--- src/rtl/lc3_mem_pkg.sv ---
// Shared definitions for the LC-3 memory-access stage: MMIO map, FSM states
// and the read-abort fill value.
package lc3_mem_pkg;

    localparam logic [15:0] KBSR_ADDR = 16'hFE00;
    localparam logic [15:0] KBDR_ADDR = 16'hFE02;
    localparam logic [15:0] DSR_ADDR  = 16'hFE04;
    localparam logic [15:0] DDR_ADDR  = 16'hFE06;

    localparam logic [15:0] ERR_DATA_DEFAULT = 16'hDEAD;

    typedef enum logic [1:0] {
        IDLE,
        RD_WAIT,
        WR_WAIT
    } state_e;

    // Only the four exact device addresses are I/O; everything else is SRAM.
    function automatic logic is_mmio(input logic [15:0] addr);
        return (addr == KBSR_ADDR) || (addr == KBDR_ADDR) ||
               (addr == DSR_ADDR)  || (addr == DDR_ADDR);
    endfunction

endpackage

--- src/rtl/lc3_mmio_regs.sv ---
// LC-3 keyboard/display device registers (KBSR, KBDR, DSR, DDR) and the
// one-cycle display strobe.
module lc3_mmio_regs
    import lc3_mem_pkg::*;
(
    input  logic        clk,
    input  logic        rst,
    input  logic        rd_en_i,
    input  logic        wr_en_i,
    input  logic [15:0] addr_i,
    input  logic [7:0]  wdata_i,
    input  logic        kb_valid_i,
    input  logic [7:0]  kb_data_i,
    input  logic        disp_ready_i,
    output logic [15:0] rdata_o,
    output logic        disp_valid_o,
    output logic [7:0]  disp_data_o
);

    logic       kbsr_q, kbsr_d;
    logic [7:0] kbdr_q, kbdr_d;
    logic       dsr_q, dsr_d;
    logic       disp_valid_q, disp_valid_d;
    logic [7:0] disp_data_q, disp_data_d;

    // NOTE: every variable gets a default first, so no path can infer a latch.
    always_comb begin
        kbsr_d       = kbsr_q;
        kbdr_d       = kbdr_q;
        dsr_d        = dsr_q;
        disp_valid_d = 1'b0;
        disp_data_d  = disp_data_q;

        if (rd_en_i && addr_i == KBDR_ADDR)
            kbsr_d = 1'b0;
        // A fresh keystroke wins over a coincident KBDR read.
        if (kb_valid_i) begin
            kbdr_d = kb_data_i;
            kbsr_d = 1'b1;
        end

        if (!dsr_q && disp_ready_i)
            dsr_d = 1'b1;
        if (wr_en_i && addr_i == DDR_ADDR && dsr_q) begin
            disp_data_d  = wdata_i;
            disp_valid_d = 1'b1;
            dsr_d        = 1'b0;
        end
    end

    // NOTE: sequential state uses <= so all flops sample pre-edge values.
    always_ff @(posedge clk) begin
        if (!rst) begin
            kbsr_q       <= 1'b0;
            kbdr_q       <= '0;
            dsr_q        <= 1'b1;
            disp_valid_q <= 1'b0;
            disp_data_q  <= '0;
        end else begin
            kbsr_q       <= kbsr_d;
            kbdr_q       <= kbdr_d;
            dsr_q        <= dsr_d;
            disp_valid_q <= disp_valid_d;
            disp_data_q  <= disp_data_d;
        end
    end

    always_comb begin
        unique case (addr_i)
            KBSR_ADDR: rdata_o = {kbsr_q, 15'b0};
            KBDR_ADDR: rdata_o = {8'b0, kbdr_q};
            DSR_ADDR:  rdata_o = {dsr_q, 15'b0};
            DDR_ADDR:  rdata_o = {8'b0, disp_data_q};
            default:   rdata_o = '0;
        endcase
    end

    assign disp_valid_o = disp_valid_q;
    assign disp_data_o  = disp_data_q;

endmodule

--- src/rtl/lc3_mem_unit.sv ---
// LC-3 memory-access stage: MAR/MDR, SRAM request/ack handshake with timeout,
// and MMIO decode into the device register block.
module lc3_mem_unit
    import lc3_mem_pkg::*;
#(
    parameter int              ADDR_W   = 16,
    parameter int              DATA_W   = 16,
    parameter int              TIMEOUT  = 15,
    parameter logic [DATA_W-1:0] ERR_DATA = ERR_DATA_DEFAULT
) (
    input  logic              clk,
    input  logic              rst,
    input  logic [15:0]       Buss,
    input  logic              ldMAR,
    input  logic              ldMDR,
    input  logic              selMDR,
    input  logic              memWE,
    output logic [15:0]       mdrOut,
    output logic              memBusy,
    output logic              memErr,
    output logic              sram_req,
    output logic              sram_we,
    output logic [ADDR_W-1:0] sram_addr,
    output logic [DATA_W-1:0] sram_wdata,
    input  logic [DATA_W-1:0] sram_rdata,
    input  logic              sram_ack,
    input  logic              kb_valid,
    input  logic [7:0]        kb_data,
    output logic              disp_valid,
    output logic [7:0]        disp_data,
    input  logic              disp_ready
);

    localparam int CNT_W = $clog2(TIMEOUT + 1);

    state_e              state_q, state_d;
    logic [ADDR_W-1:0]   mar_q, mar_d;
    logic [DATA_W-1:0]   mdr_q, mdr_d;
    logic [CNT_W-1:0]    cnt_q, cnt_d;
    logic                err_q, err_d;
    logic                req_q, req_d;
    logic                we_q, we_d;
    logic [ADDR_W-1:0]   addr_q, addr_d;
    logic [DATA_W-1:0]   wdata_q, wdata_d;

    logic        mmio_rd, mmio_wr, mar_is_mmio;
    logic [15:0] mar16, mmio_rdata;

    assign mar16       = 16'(mar_q);
    assign mar_is_mmio = is_mmio(mar16);

    lc3_mmio_regs u_mmio (
        .clk          (clk),
        .rst          (rst),
        .rd_en_i      (mmio_rd),
        .wr_en_i      (mmio_wr),
        .addr_i       (mar16),
        .wdata_i      (mdr_q[7:0]),
        .kb_valid_i   (kb_valid),
        .kb_data_i    (kb_data),
        .disp_ready_i (disp_ready),
        .rdata_o      (mmio_rdata),
        .disp_valid_o (disp_valid),
        .disp_data_o  (disp_data)
    );

    always_comb begin
        state_d = state_q;
        mar_d   = mar_q;
        mdr_d   = mdr_q;
        cnt_d   = cnt_q;
        err_d   = err_q;
        req_d   = req_q;
        we_d    = we_q;
        addr_d  = addr_q;
        wdata_d = wdata_q;
        mmio_rd = 1'b0;
        mmio_wr = 1'b0;

        unique case (state_q)
            IDLE: begin
                // Commands are prioritised memWE > ldMDR > ldMAR; losers are dropped.
                if (memWE) begin
                    if (mar_is_mmio) begin
                        mmio_wr = 1'b1;
                    end else begin
                        state_d = WR_WAIT;
                        req_d   = 1'b1;
                        we_d    = 1'b1;
                        addr_d  = mar_q;
                        wdata_d = mdr_q;
                        cnt_d   = '0;
                    end
                end else if (ldMDR) begin
                    if (!selMDR) begin
                        mdr_d = DATA_W'(Buss);
                    end else if (mar_is_mmio) begin
                        mmio_rd = 1'b1;
                        mdr_d   = DATA_W'(mmio_rdata);
                    end else begin
                        state_d = RD_WAIT;
                        req_d   = 1'b1;
                        we_d    = 1'b0;
                        addr_d  = mar_q;
                        cnt_d   = '0;
                    end
                end else if (ldMAR) begin
                    mar_d = ADDR_W'(Buss);
                end
            end
            RD_WAIT, WR_WAIT: begin
                // An ack in the final allowed cycle still completes normally.
                if (sram_ack) begin
                    state_d = IDLE;
                    req_d   = 1'b0;
                    we_d    = 1'b0;
                    if (state_q == RD_WAIT)
                        mdr_d = sram_rdata;
                end else if (cnt_q == CNT_W'(TIMEOUT - 1)) begin
                    state_d = IDLE;
                    req_d   = 1'b0;
                    we_d    = 1'b0;
                    err_d   = 1'b1;
                    if (state_q == RD_WAIT)
                        mdr_d = ERR_DATA;
                end else begin
                    cnt_d = cnt_q + 1'b1;
                end
            end
            default: state_d = IDLE;
        endcase
    end

    always_ff @(posedge clk) begin
        if (!rst) begin
            state_q <= IDLE;
            mar_q   <= '0;
            mdr_q   <= '0;
            cnt_q   <= '0;
            err_q   <= 1'b0;
            req_q   <= 1'b0;
            we_q    <= 1'b0;
            addr_q  <= '0;
            wdata_q <= '0;
        end else begin
            state_q <= state_d;
            mar_q   <= mar_d;
            mdr_q   <= mdr_d;
            cnt_q   <= cnt_d;
            err_q   <= err_d;
            req_q   <= req_d;
            we_q    <= we_d;
            addr_q  <= addr_d;
            wdata_q <= wdata_d;
        end
    end

    assign mdrOut     = 16'(mdr_q);
    assign memBusy    = (state_q != IDLE);
    assign memErr     = err_q;
    assign sram_req   = req_q;
    assign sram_we    = we_q;
    assign sram_addr  = addr_q;
    assign sram_wdata = wdata_q;

endmodule

--- config.mk ---
export PLATFORM = sky130hd
export DESIGN_NAME = lc3_mem_unit
export DESIGN_NICKNAME = d
export VERILOG_FILES = /design/src/rtl/lc3_mem_pkg.sv /design/src/rtl/lc3_mmio_regs.sv /design/src/rtl/lc3_mem_unit.sv
export SDC_FILE = /design/constraint.sdc
export NUM_CORES = 1
export LEC_CHECK = 0
export CELL_PAD_IN_SITES_DETAIL_PLACEMENT = 1
export CELL_PAD_IN_SITES_GLOBAL_PLACEMENT = 1
export CORE_AREA = 5 5 122 124
export CTS_CLUSTER_SIZE = 30
export DETAILED_ROUTE_END_ITERATION = 8
export DIE_AREA = 0 0 127 129
export PLACE_DENSITY = 0.74
export SKIP_CTS_REPAIR_TIMING = 1
export SLEW_MARGIN = 0
export SYNTH_ARGS = -nofsm -noshare
export SYNTH_HDL_FRONTEND = slang
export SYNTH_SLANG_ARGS = --single-unit
--- constraint.sdc ---
create_clock -name clk -period 4.61 [get_ports clk]
set_input_delay 0.6915 -clock clk [delete_from_list [all_inputs] [get_ports clk]]
set_output_delay 0.6915 -clock clk [all_outputs]
set_load 0.05 [all_outputs]
## After elaboration in Yosys (flattened, before gate mapping)

Index checks and enable logic that the tools add are counted.

| word-level totals | value |
|---|---|
| register bits after elaboration | 92 |
| logic and storage cells | 115 |

| operators by class | value |
|---|---|
| $add $sub $neg | 1 |
| equality and inequality tests | 17 |
| muxes and demuxes | 54 |
| bitwise operators | 4 |
| reduce and logical (&&, ||, !) cells | 25 |

Operators by type and width:

| cell | count |
|---|---|
| 16-bit two-way mux | 12 |
| 16-bit equality test (second input constant) | 4 |
| 16-bit case mux with 4 select lines | 1 |
| 16-bit case mux with 2 select lines | 1 |
| 4-bit two-way mux | 6 |
| 1-bit two-way mux | 23 |
| 2-bit two-way mux | 7 |
| 2-bit != test (second input constant) | 6 |
| 3-bit != test (second input constant) | 4 |
| 4-bit AND reduction | 3 |
| 2-bit nonzero test | 6 |
| 5-bit AND reduction | 2 |
| 3-bit AND reduction | 3 |
| 4-bit case mux with 2 select lines | 1 |
| 6-bit AND reduction | 1 |
| 4-bit by 1-bit adder with 4-bit output (second input constant) | 1 |
| 4-bit equality test (second input constant) | 1 |
| 1-bit logical AND | 4 |
| 1-bit NOT | 4 |
| 1-bit case mux with 2 select lines | 2 |
| 2-bit case mux with 2 select lines | 1 |
| 1-bit logical OR | 3 |
| 2-bit by 1-bit equality test with 1-bit output (second input constant) | 1 |
| 2-bit equality test (second input constant) | 1 |
| 3 further kinds | 3 |

## Depth between registers and ports, before layout

| logic depth | value |
|---|---|
| depth in word-level cells | 12 |
| depth in mapped cells | 9 |
| gate-level depth less buffers | 7 |

## Modules after synthesis

Synthesis repeated with hierarchy kept, for this count alone.

| unflattened totals | value |
|---|---|
| cells, all modules | 466 |
| area total of the unflattened synthesis | 4331.7 sq um |

By module, submodules not included:

| module | times used | cells an instance | area each (sq um) | sequential area each (sq um) |
|---|---|---|---|---|
| lc3_mem_unit | 1 | 366 | 3389.5 | 1461.4 |
| lc3_mmio_regs | 1 | 100 | 942.2 | 380.4 |

## Least setup slack after synthesis

No wires, ideal clock.

| timing | value |
|---|---|
| kind | reg2reg |
| start point | reg state_q[0] |
| end point | reg mdr_q[10], in the netlist mdrOut[10] |
| library setup time | 80 ps |
| arrival time | 2142 ps |
| setup slack | 2388 ps |
| cell stages (with the launch flop) | 10 |
| path buffers | 2 |
| period minus slack after synthesis | 2222 ps |
| cells stage by stage | dfxtp_1 > inv_1 > ha_1 > clkbuf_1 > inv_1 > nor2_1 > a211oi_4 > buf_6 > nor2_1 > a211oi_2 |

| on the way | value |
|---|---|
| cells in the longest elaborated chain, start to end | 4 |
| elaborated cells between the ends (all ways) | 12 |
| those cells by class | 7 x eq/ne; 1 x mux; 4 x reduce/logical |

RTL lines:

| element | RTL line | text |
|---|---|---|
| start: declaration | lc3_mem_unit.sv:36 | `state_e state_q, state_d;` |
| start signal: assignment | lc3_mem_unit.sv:146 | `state_q <= state_d;` |
| 2-bit by 1-bit equality test with 1-bit output / 2-bit equality test (equally long branches) | lc3_mem_unit.sv:80, lc3_mem_unit.sv:117, lc3_mem_unit.sv:124 |  |
| 2-bit OR reduction | lc3_mem_unit.sv:80 | `unique case (state_q)` |
| 3-bit != test (no line), or another cell as far along | - |  |
| 6-bit AND reduction (no line) | - |  |
| end signal: assignment | lc3_mem_unit.sv:148 | `mdr_q <= mdr_d;` |
| end: declaration | lc3_mem_unit.sv:38 | `logic [DATA_W-1:0] mdr_q, mdr_d;` |

Several ways; a longest one is shown, not always the timed one.
A chain may end at the register's enable or synchronous reset.

## Worst setup path in the final report

| timing | value |
|---|---|
| start point | reg state_q[1] |
| end point | out memBusy |

| on the way | value |
|---|---|
| cells in the longest elaborated chain, start to end | 1 |

RTL lines:

| element | RTL line | text |
|---|---|---|
| 2-bit nonzero test | lc3_mem_unit.sv:159 | `assign memBusy = (state_q != IDLE);` |
| end: declaration | lc3_mem_unit.sv:19 | `output logic memBusy,` |

Every way passes these cells.

==> flow_summary.toml <==
[sta]
hold_ws_ns = 0.4728
slew_headroom_pct = 27.70
worst_pin_slew_ns = 1.085
min_period_ns = 2.862
finalSetupViolCount = 0
finalHoldViolCount = 0
slew_violations = 0
rsz0062_at_grt = "no"
finalCritPeriodShare_pct = 62.08
finalClockSkew_ns = 0.01006
tns_ns = 0
max_freq_mhz = 349.4

[critical_path]
critPathLaunchType = "flop"
slowest_delay_ns = 0.86
crit_fanout = 11
r2r_cells = 7
crit_arrival_ns = 2.17
endpoint_kind = "output pin"
r2r_start = "state_q[1]"
crit_path_cell_trace = "inv_1 -> ha_1 -> inv_1 -> clkdlybuf4s50_1"
r2r-end = "mdrOut[14]"
crit_family = "buffers and inverters"
path_buf_inv = 3
r2r_setup_slack_ns = 1.75
crit_path_frequent_cell = "inv_1"
cp_slowest_cell = "clkdlybuf4s50_1"
required_ns = 3.92
path_class = "flop to output pin"

[flow_run]
cap_viol_max_count = 0

[yosys]
ys_seq_area_share_pct = 45.83
synth_edf_count = 0
synth.avg_cell_area_um2 = 8.425
synth_cells = 477
yosys_most_used_dff = "dfxtp_1"
ys_warn_count = 0
synthesis.area_um2 = 4019
synth_fp_nets = 531
synth-seq-cells = 92
async_flop_share_pct = 0
synth_cell_type_count = 41

[global_route]
antenna_found_initial = 0
grt_max_degree = 76
grt_pass1_wl_um = 20930
grt_overflow_total = 0
grt_use_total_pct = 16.27
grt_pass1_vias = 3920

[routing]
vias = 3756
antenna_left = 0
drt-pass1-iter-count = 5
drt_iter0_markers = 206
routed_wl_um = 13170
via_per_inst = 4.988
wl_per_cell_um = 17.49
drc_errors = 0

[power_and_ir_drop]
power_frac_clock_pct = 35.9
pwr-share-seq_pct = 43.5
p_int_mw = 1.366
power_mw = 1.996
p_comb_share_pct = 20.6
power_switching_share_pct = 31.56
p_per_area_nw_per_um2 = 362.0
switching_power_mw = 0.6298
ir_worst_vdd_mv = 0.2400
p_leak_nw = 1.897

[final_layout]
drive_above_1_share_pct = 6.457
diodes = 0
final_cell_area_um2 = 5513
final_cell_mix = "clkdlybuf4s50_1 (108), dfxtp_1 (92), nand2_1 (73), o21ai_0 (44), nand3_1 (43)"
final_common_cell = "clkdlybuf4s50_1"
nets = 622
final_cells = 753
area_delta_synth_final_pct = 37.17

[die]
boundaryPins = 110
fp.coreArea_um2 = 13670
dieArea_um2 = 16380
initial_core_util_pct = 29.41
num_rows = 43
die_h_um = 129
chipWidth_um = 127

[hold_path]
hold_path_end = "sram_wdata[6]"
hp-class = "flop to flop"
min_from = "sram_wdata[6]"
whs_path_depth = 2

[clock_network]
h-tree-depth = 3
cts-root-buf = "clkbuf_16"
cts_buffer_depth = 2
cts_buffers = 9
clock_latency_ns = 0.35
cts_tree = "built"
cts_sinks = 92
path_clk_slew_ns = 0.07

[place]
dp_hpwl_um = 10070
io_buffers = 109
place_area_um2 = 5228
place_congestion = 0.8375
dp_cells = 737

[outcome]
status = "complete, no violations"
[tightest hold or removal path: stages (launching register included)]
cell and delay (ns):
dfxtp_1 0.31, nand3_1 0.05, o21ai_0 0.06
[Yosys cell counts (2+ instances only)]
library cell	n	area, um^2
mux2i_1	26	260.3
o31ai_1	3	22.52
a31oi_1	3	18.77
nor3b_1	5	37.54
clkbuf_1	30	112.6
nand2b_1	4	25.02
nor2b_1	8	50.05
o32ai_1	5	43.79
a21o_1	5	37.54
nand2_1	73	274.0
nor2_1	42	157.7
a211oi_2	6	75.07
a211oi_1	5	37.54
mux2_2	5	56.30
nand3_1	43	215.2
ha_1	5	62.56
and4b_1	3	30.03
or4_1	2	15.01
and2_1	2	12.51
nor4_1	4	25.02
dfxtp_1	92	1842
o21ai_0	44	220.2
nor3_1	2	10.01
inv_1	8	30.03
o211ai_1	3	22.52
a21oi_1	31	155.2
nand4_1	4	25.02
[kinds of logic (layout without fill, tap and decap cells)]
group	after synthesis	count (layout)	share of synthesized area, %
buffers and inverters	43	139	4.327
and+or+nand+nor	196	196	23.29
DFF	92	92	45.83
AOI/OAI and AO/OA	110	110	17.12
adders and majority gates	5	5	1.557
muxes	31	31	7.877
[how the worst max path moves through the flow]
stage,cells past startpoint,startpoint,end,slack [ns]
finish,4,state_q[1],memBusy,1.75
global route,5,state_q[1],cnt_q[1],1.43
CTS,7,state_q[1],mdrOut[14],1.76
detailed placement,6,selMDR,sram_addr[4],1.42
global placement,7,selMDR,mdrOut[14],1.60
floorplan,9,state_q[0],mdrOut[10],2.39
[power by group through the flow]
stage          clock, mW  sequential [mW]  combinational [mW]
6_report           0.717            0.868               0.411
3_5_place_dp           0            0.886               0.410
3_3_place_gp           0            0.884               0.400
4_1_cts            0.737            0.868               0.413
2_1_floorplan          0            0.960               0.182
5_1_grt            0.770            0.873               0.442
[metrics by stage]
stage	util [%]	setup slack (ns)
floorplan	-	2.388
global placement	38.25	1.596
detailed placement	38.25	1.417
CTS	40.34	1.763
global route	40.34	1.429
finish	40.34	1.748
[layer usage]
layer / part of all wire, % / vias to the layer above / global-route usage, %
met5: 0 / - / 0
met4: 0.80 / 0 / 3.281
met3: 6.6 / 8 / 4.857
met2: 48 / 89 / 27.71
met1: 44 / 1810 / 20.58
li1: - / 1849 / -
[state kept, by name (all words and copies together) (netlist names)]
register             cells
sram_wdata              16
cnt_q                    4
sram_we                  1
u_mmio.disp_data_o       8
sram_req                 1
state_q                  2
u_mmio.disp_valid_o      1
u_mmio.kbsr_q            1
memErr                   1
u_mmio.kbdr_q            8
mdrOut                  16
u_mmio.dsr_q             1
mar16                   16
sram_addr               16
[area by class of cell]
cell class	instances	area (um^2)
fillers	1647	8153
flip-flops and latches	92	1842
multi-input cells	342	2003
repair buffers	114	1124
clock inverters	6	46.29
well taps	180	225.2
clock buffers	10	239.0
inverters	9	33.78
(Power assumes the default switching activity.)
